--- config.mk ---
export PLATFORM = sky130hd
export DESIGN_NAME = pixel_row_packer
export DESIGN_NICKNAME = d
export VERILOG_FILES = /design/src/rtl/pixel_row_packer.sv
export SDC_FILE = /design/constraint.sdc
export NUM_CORES = 1
export LEC_CHECK = 0
export CORE_MARGIN = 1
export CORE_UTILIZATION = 55
export DETAILED_ROUTE_END_ITERATION = 8
export GPL_TIMING_DRIVEN = 0
export HOLD_SLACK_MARGIN = 0.02
export PLACE_DENSITY_LB_ADDON = 0.25
export SLEW_MARGIN = 30
export SYNTH_ARGS = -nofsm -noshare
export SYNTH_HDL_FRONTEND = slang
export SYNTH_SLANG_ARGS = --single-unit
--- constraint.sdc ---
create_clock -name clk -period 4.9 [get_ports clk]
set_clock_uncertainty 0.2 [all_clocks]
set_input_delay 0.98 -clock clk [delete_from_list [all_inputs] [get_ports clk]]
set_output_delay 0.98 -clock clk [all_outputs]
set_load 0.1 [all_outputs]
--- src/rtl/pixel_row_packer.sv ---
// pixel_row_packer: packs a pixel stream into W-pixel rows through two ping-pong row buffers.
module pixel_row_packer #(
  parameter int W = 24,
  parameter int H = 24,
  parameter int DATA_BITS = 8
) (
  input  logic                   clk,
  input  logic                   resetn,
  input  logic [DATA_BITS-1:0]   pix_data,
  input  logic                   pix_valid,
  input  logic                   pix_sof,
  output logic                   pix_ready,
  output logic [W*DATA_BITS-1:0] row_data,
  output logic                   row_valid,
  input  logic                   row_ready,
  output logic                   row_last,
  output logic                   frame_done,
  output logic                   sof_err
);
  localparam int CW = W > 1 ? $clog2(W) : 1;
  localparam int RW = H > 1 ? $clog2(H) : 1;
  localparam logic [CW-1:0] COL_MAX = CW'(W - 1);
  localparam logic [RW-1:0] ROW_MAX = RW'(H - 1);
  localparam logic [1:0] EMPTY = 2'd0;
  localparam logic [1:0] FILLING = 2'd1;
  localparam logic [1:0] FULL = 2'd2;
  logic [1:0] st [2];
  logic [RW-1:0] tag [2];
  logic [W*DATA_BITS-1:0] mem [2];
  logic [CW-1:0] col, eff_col;
  logic [RW-1:0] row, eff_row;
  logic wr_sel, rd_sel, live;
  logic accept, xfer, sof_bad, last_col;
  always_comb begin
    accept = pix_valid & pix_ready;
    xfer = row_valid & row_ready;
    sof_bad = pix_sof & ((col != '0) | (row != '0));
    eff_col = sof_bad ? '0 : col;
    eff_row = sof_bad ? '0 : row;
    last_col = eff_col == COL_MAX;
  end
  // live holds ready low until the first edge after reset release
  assign pix_ready = live & (st[wr_sel] != FULL);
  assign row_valid = st[rd_sel] == FULL;
  assign row_data = row_valid ? mem[rd_sel] : '0;
  assign row_last = row_valid & (tag[rd_sel] == ROW_MAX);
  always_ff @(posedge clk or negedge resetn) begin
    if (!resetn) begin
      live <= 1'b0;
      st[0] <= EMPTY;
      st[1] <= EMPTY;
      tag[0] <= '0;
      tag[1] <= '0;
      col <= '0;
      row <= '0;
      wr_sel <= 1'b0;
      rd_sel <= 1'b0;
      frame_done <= 1'b0;
      sof_err <= 1'b0;
    end else begin
      live <= 1'b1;
      frame_done <= xfer & row_last;
      sof_err <= accept & sof_bad;
      if (xfer) begin
        st[rd_sel] <= EMPTY;
        rd_sel <= ~rd_sel;
      end
      if (accept) begin
        col <= last_col ? '0 : eff_col + 1'b1;
        if (last_col) begin
          row <= (eff_row == ROW_MAX) ? '0 : eff_row + 1'b1;
          st[wr_sel] <= FULL;
          tag[wr_sel] <= eff_row;
          wr_sel <= ~wr_sel;
        end else begin
          row <= eff_row;
          st[wr_sel] <= FILLING;
        end
      end
    end
  end
  // payload needs no reset: row_data is gated by row_valid
  always_ff @(posedge clk) begin
    if (accept) mem[wr_sel][eff_col*DATA_BITS +: DATA_BITS] <= pix_data;
  end
endmodule
==> run summary, run 1 <==
Synthesized flop and latch total -> 413
Syn Nets -> 1315
Worst Setup EP -> row_data[129]
RSZ-0062 raised after global routing -> yes
Post-DP HPWL -> 29.5 mm
Total GRT Usage -> 26.7%
Critical Path AT -> 3660 ps
Crit. Startpoint -> rd_sel$_DFFE_PN0P_
Pin count of the biggest net entering global routing -> 30
CTS tree -> built
Hold crit path type -> input port to async pin
RR Endpoint -> mem[0][17]$_DFFE_PP_
H-tree lvl count -> 2
Drt pass-1 iters -> 7
Synth top area share -> 66.2%
DIE HEIGHT -> 180 microns
Top_reg_cell synth -> edfxtp_1
Area added between synthesis and finish -> 25.1%
Final period util -> 98.9%
Fin worst setup slack -> 55.3 ps
WL final -> 43.1 mm
DRC viols -> 0
Fmax -> 0.206 GHz
WL/cell -> 21.8 microns
Clock-pin slew on the worst setup and hold paths -> 60 ps
Worst skew pair latency -> 530 ps
Status -> completed
Vias in the first global route -> 11500
Avg Inst Size Synth -> 13.4 sq um
Yosys warns -> 0
Cts bufs inserted -> 40
Antenna cells -> 0
Post-synth cell types -> 51
Relative slew slack -> 33.9%
First-pass GRT wire length -> 65.2 mm
Non-filler cells, final -> 1981
Via count -> 11500
Critical path launch point type -> register
Asr flop ratio synth -> 7.02%
GPL Wtd Cong -> 0.890
Layout cell share with drive strength beyond 1 -> 20.9%
Synth area leaders -> edfxtp_1, mux2i_1, nor2_1
Top Ports -> 210
Worst Reg-to-Reg Cells -> 12
Final Max Slew Viols -> 0
Rows -> 64
Max_cap viols -> 0
Pre-CTS setup slack -> -1450 ps
Pleak -> 7.24 nW
Worst-path maximum fanout -> 10
Setup TNS -> 0 ps
CP required -> 3720 ps
EDFF count, synth -> 384
R2R setup slack -> 990 ps
Die ar. -> 0.0324 sq mm
Placed cells -> 1903
Starting Density -> 56.4%
Hold buffers post-CTS -> 0
Pwr dens -> 328 mW/mm^2
Crit path kind -> register to primary output
Iteration-0 DRC Markers -> 1140
Clock tree root driver cell -> clkbuf_16
Fin crit period -> 4840 ps
VDD IR max -> 0.228 mV
Core area -> 0.0309 sq mm
GRT overflow -> 0
Number of clock sinks -> 413
Endpoints failing hold -> 0
Reg-to-Reg Start -> col[0]$_DFFE_PN0P_
Clock Tree Buf Depth -> 3
Final setup vio count -> 0
Cell area after synthesis -> 0.0174 sq mm
Post-synth top area cell -> edfxtp_1
Die width -> 180 microns
Nets -> 1570
Routed Antenna Nets -> 0
Sequential area share after synthesis -> 70.3%
Critical path endpoint category -> primary output
Port Buffers -> 209
Worst slew pin tran -> 990 ps
Post-DR vias/cell -> 5.82
Antenna violations before repair -> 0
Synth Instances -> 1298
## metal layers
layer	vias up	global-route usage, %	part of all wire [%]
met5	-	0	0
met4	0	11.2	3.9
met3	103	4.22	8.3
met2	567	44.0	49
met1	5669	35.5	39
li1	5184	-	-
## placed cells by master (no fill, tap or decap), types with 11 or more instances in the layout
cell type,count
clkdlybuf4s50_1,20
mux2i_1,193
o21ai_0,11
nand2_1,29
edfxtp_1,384
nor2_4,44
clkbuf_1,50
nand3_1,20
clkbuf_16,42
nor2_1,354
and2_1,11
and3_1,23
dlygate4sd2_1,21
dlymetal6s2s_1,27
and3_2,13
dfrtp_1,29
clkdlybuf4s15_2,100
clkbuf_2,48
buf_2,15
## final cells by class
cell class                      instances  area [sq um]
Fill cell                            2094          9110
Clock buffer                           56          1110
Sequential cell                       413         12300
Inverter                                6          22.5
Timing Repair Buffer                  214          2090
Tap cell                              396           495
Buffer                                 68           333
Multi-Input combinational cell        810          5340
Clock inverter                         18           143
## where the power goes
part	leakage [nW]	switching [mW]	internal, mW
combinational	3.11	0.289	0.0889
sequential	3.51	0.00358	3.82
clock	0.618	1.25	1.70
total	7.24	1.55	5.60
## Yosys cell counts, types with 4 or more instances
| library cell | count |
|---|---|
| nor2_1 | 400 |
| edfxtp_1 | 384 |
| mux2i_1 | 193 |
| clkbuf_1 | 49 |
| nand2_1 | 33 |
| nand3_1 | 30 |
| dfrtp_1 | 29 |
| and3_1 | 23 |
| and3_2 | 13 |
| and2_1 | 11 |
| buf_2 | 11 |
| o21ai_0 | 11 |
| mux2_2 | 10 |
| nor2b_1 | 8 |
| nor3_1 | 8 |
| nand2b_1 | 7 |
| nand4_1 | 7 |
| a21oi_1 | 5 |
| inv_1 | 5 |
| o31ai_1 | 5 |
| a31oi_1 | 4 |
| buf_6 | 4 |
| ha_1 | 4 |
| nor4_1 | 4 |
## worst min-delay path by stage
| stage | depth (start not counted) | end | from |
|---|---|---|---|
| after global routing | 1 | wr_sel$_DFFE_PN0P_ | resetn |
| after CTS | 1 | rd_sel$_DFFE_PN0P_ | resetn |
| after detailed placement | 1 | tag[3]$_DFFE_PN0P_ | tag[3]$_DFFE_PN0P_ |
| final | 1 | frame_done$_DFF_PN0_ | resetn |
| after global placement | 1 | tag[3]$_DFFE_PN0P_ | tag[3]$_DFFE_PN0P_ |
| after floorplan | 1 | tag[3]$_DFFE_PN0P_ | tag[3]$_DFFE_PN0P_ |
## worst max-delay path, stage by stage, from the launching register on
cell and delay (ps):
dfrtp_1 340, clkbuf_1 560, o21a_1 380, clkbuf_1 600
clkbuf_1 530, nor2_1 200, clkdlybuf4s15_2 510
## registers in the layout, indices dropped and copies added (netlist names)
name / flops
mem: 384
col: 5
rd_sel: 1
st: 4
sof_err: 1
live: 1
tag: 10
row: 5
wr_sel: 1
frame_done: 1
## kinds of logic (layout without fill, tap and decap cells)
group / count (synthesis) / in the layout / share of synthesized area (%)
simple gates: 556 / 556 / 13.8
flops: 413 / 413 / 70.3
mux: 203 / 203 / 11.7
buf+inv: 75 / 362 / 1.98
compound gates: 42 / 42 / 1.68
fa+ha+maj: 4 / 4 / 0.287
xor+xnor: 4 / 4 / 0.201
other cells: 1 / 1 / 0.0215
## per-stage QoR
stage                     hold slack (ps)  cell area [sq um]  total power [mW]  utilization (%)
after global placement                283              20000              4.21             64.8
final                                 264              21800              7.15             70.5
after global routing                  334              21800              7.31             70.5
after floorplan                       271              17400              4.09                -
after detailed placement              295              20000              4.22             64.7
after CTS                             287              21700              7.11             70.1
## timing repair
action	4_1_cts	5_1_grt
pin swaps	1	3
buffers inserted	2	2
endpoints found under the setup margin	697	656
gates resized for setup	449	155
No activity file was read; power rests on OpenSTA's default activity.
==> run 2, diff against run 1 <==
--- a/config.mk
+++ b/config.mk
@@ -15,3 +15,4 @@
 export SYNTH_ARGS = -nofsm -noshare
 export SYNTH_HDL_FRONTEND = slang
 export SYNTH_SLANG_ARGS = --single-unit
+export TNS_END_PERCENT = 20
==> run 2 against run 1 <==
The flow now finishes with violations (setup timing). Largest cell class unchanged. Power about the same. Count of clock-buffer cells in the layout unchanged. Register-to-register slack got worse by 30 ps. Die area unchanged. Sequential cell count unchanged. Cell count decreased by 0.10%. Highest routed layer unchanged. Clock power about the same. Via count decreased by 0.28%.
==> run summary, run 2 (same netlist as run 1, synthesis figures left out) <==
Status -> finished, violations left
Failing checks -> setup timing
Cts bufs inserted -> 40 (unchanged)
GRT overflow -> 0 (unchanged)
Critical path launch point type -> register
Post-DP HPWL -> 29.5 mm (unchanged)
WL/cell -> 21.8 microns (about the same)
Setup TNS -> -349 ps (-349 ps)
Final period util -> 102% (+2.7 points)
Drt pass-1 iters -> 6 (-1)
Routed Antenna Nets -> 0 (unchanged)
Clock-pin slew on the worst setup and hold paths -> 60 ps (about the same)
# fillers -> 2098 (+0.19%)
DRC viols -> 0 (unchanged)
Fin area -> 0.0218 sq mm (about the same)
Die ar. -> 0.0324 sq mm (unchanged)
Worst skew pair latency -> 530 ps (about the same)
Biggest register -> mem
WL final -> 43.1 mm (about the same)
Most frequent CP cell -> clkbuf_1
Largest registers -> mem (384), tag (10)
Total power draw -> 7.15 mW (about the same)
Worst-path maximum fanout -> 10 (unchanged)
Hold buffers post-CTS -> 0 (unchanged)
Layout cell share with drive strength beyond 1 -> 19.5% (-1.4 points)
Endpoints failing hold -> 0 (unchanged)
Die width -> 180 microns (unchanged)
CP required -> 3720 ps (about the same)
Starting Density -> 56.4% (unchanged)
DIE HEIGHT -> 180 microns (unchanged)
Iteration-0 DRC Markers -> 1145 (+0.44%)
Max incr delay on CP -> 900 ps (+300 ps)
Placed cells -> 1903 (unchanged)
Max_cap viols -> 0 (unchanged)
Post-DR vias/cell -> 5.81 (-0.18%)
Fin crit period -> 4980 ps (+134 ps)
RSZ-0062 raised after global routing -> yes
Antenna violations before repair -> 0 (unchanged)
Via count -> 11500 (-0.28%)
H-tree lvl count -> 2 (unchanged)
Critical Path AT -> 3800 ps (+140 ps)
Total GRT Usage -> 26.6% (-0.036 points)
Fmax -> 0.201 GHz (-2.7%)
Clock Tree Buf Depth -> 3 (unchanged)
Crit path kind -> register to primary output
Port Buffers -> 209 (unchanged)
Pin count of the biggest net entering global routing -> 30 (unchanged)
Top Ports -> 210 (unchanged)
Worst slew pin tran -> 994 ps (+3.59 ps)
VDD IR max -> 0.226 mV (-0.94%)
Hold crit path type -> input port to async pin
Antenna cells -> 0 (unchanged)
Area added between synthesis and finish -> 25.0% (about the same)
Pleak -> 7.26 nW (+0.23%)
Non-filler cells, final -> 1979 (-0.10%)
Number of clock sinks -> 413 (unchanged)
Critical path endpoint category -> primary output
Rows -> 64 (unchanged)
First-pass GRT wire length -> 65.1 mm (-0.15%)
Cells along the critical path -> clkbuf_1 > clkbuf_1 > clkbuf_2 > mux2i_1 > nor2_1 > dlygate4sd2_1
Pwr dens -> 328 mW/mm^2 (about the same)
GPL Wtd Cong -> 0.890 (unchanged)
Relative slew slack -> 33.6% (-0.24 points)
Delay-heaviest family, CP -> buffers and inverters
Commonest cells after routing, fill and taps aside -> edfxtp_1, nor2_1, mux2i_1, clkdlybuf4s15_2, clkbuf_1
Core area -> 0.0309 sq mm (unchanged)
Clock tree root driver cell -> clkbuf_16
Cell with the largest stage delay on the worst path -> dlygate4sd2_1
Buf+Inv Stages, Crit Path -> 4 (unchanged)
Nets -> 1568 (-0.13%)
CTS tree -> built
Vias in the first global route -> 11500 (unchanged)
Post-DP Area -> 0.0200 sq mm (unchanged)
Fin worst setup slack -> -78.5 ps (-134 ps)
Final setup vio count -> 11 (+11)
Number of flip-flops under the largest register name -> 384 (unchanged)
Commonest non-fill, non-tap cell in the layout -> edfxtp_1
Final Max Slew Viols -> 0 (unchanged)
## run 2: final timing paths
| kind | start | end | slack, ps | depth (start not counted) |
|---|---|---|---|---|
| worst max-delay path | rd_sel$_DFFE_PN0P_ | row_data[136] | -80 | 6 |
| worst min-delay path | resetn | frame_done$_DFF_PN0_ | 260 | 1 |
| worst max register to register | col[0]$_DFFE_PN0P_ | mem[0][66]$_DFFE_PP_ | 960 | 12 |
| worst min register to register | tag[3]$_DFFE_PN0P_ | tag[3]$_DFFE_PN0P_ | 300 | 1 |
| max in group asynchronous | resetn | st[1]$_DFF_PN0_ | 3840 | 1 |
| min in group clk | tag[3]$_DFFE_PN0P_ | tag[3]$_DFFE_PN0P_ | 300 | 1 |
## run 2: repair_timing
| action | in CTS | in global routing |
|---|---|---|
| resized for setup | 429 | 139 |
| buffers inserted | 2 | 0 |
| pin swaps | 1 | 0 |
| endpoints found under the setup margin | 697 | 665 |
## run 2: final cells by class
cell class | count | area, sq um | share of cell area, %
repair buffers | 212 | 2070 | 9.50
inverters | 6 | 22.5 | 0.103
clock inverters | 18 | 143 | 0.655
clock buffers | 56 | 1110 | 5.11
multi-input cells | 810 | 5360 | 24.6
plain buffers | 68 | 324 | 1.49
well taps | 396 | 495 | 2.27
flip-flops and latches | 413 | 12300 | 56.3
## run 2: metrics by stage
step / setup WS [ps] / util (%) / hold slack, ps
2_1_floorplan: 346 / - / 271
3_3_place_gp: -1290 / 64.8 / 283
3_5_place_dp: -1450 / 64.7 / 295
4_1_cts: -321 / 70.0 / 287
5_1_grt: -127 / 70.5 / 334
6_report: -78.5 / 70.5 / 263
## run 2: routing by layer
metal	track usage [%]	part of all wire (%)
met5	0	0
met4	10.7	4.0
met3	4.10	8.3
met2	44.2	49
met1	35.6	39
## run 2: report_power, final
group	internal, mW	switching [mW]	leakage, nW
logic	0.0891	0.293	3.13
registers	3.82	0.00362	3.51
clock network	1.70	1.25	0.618
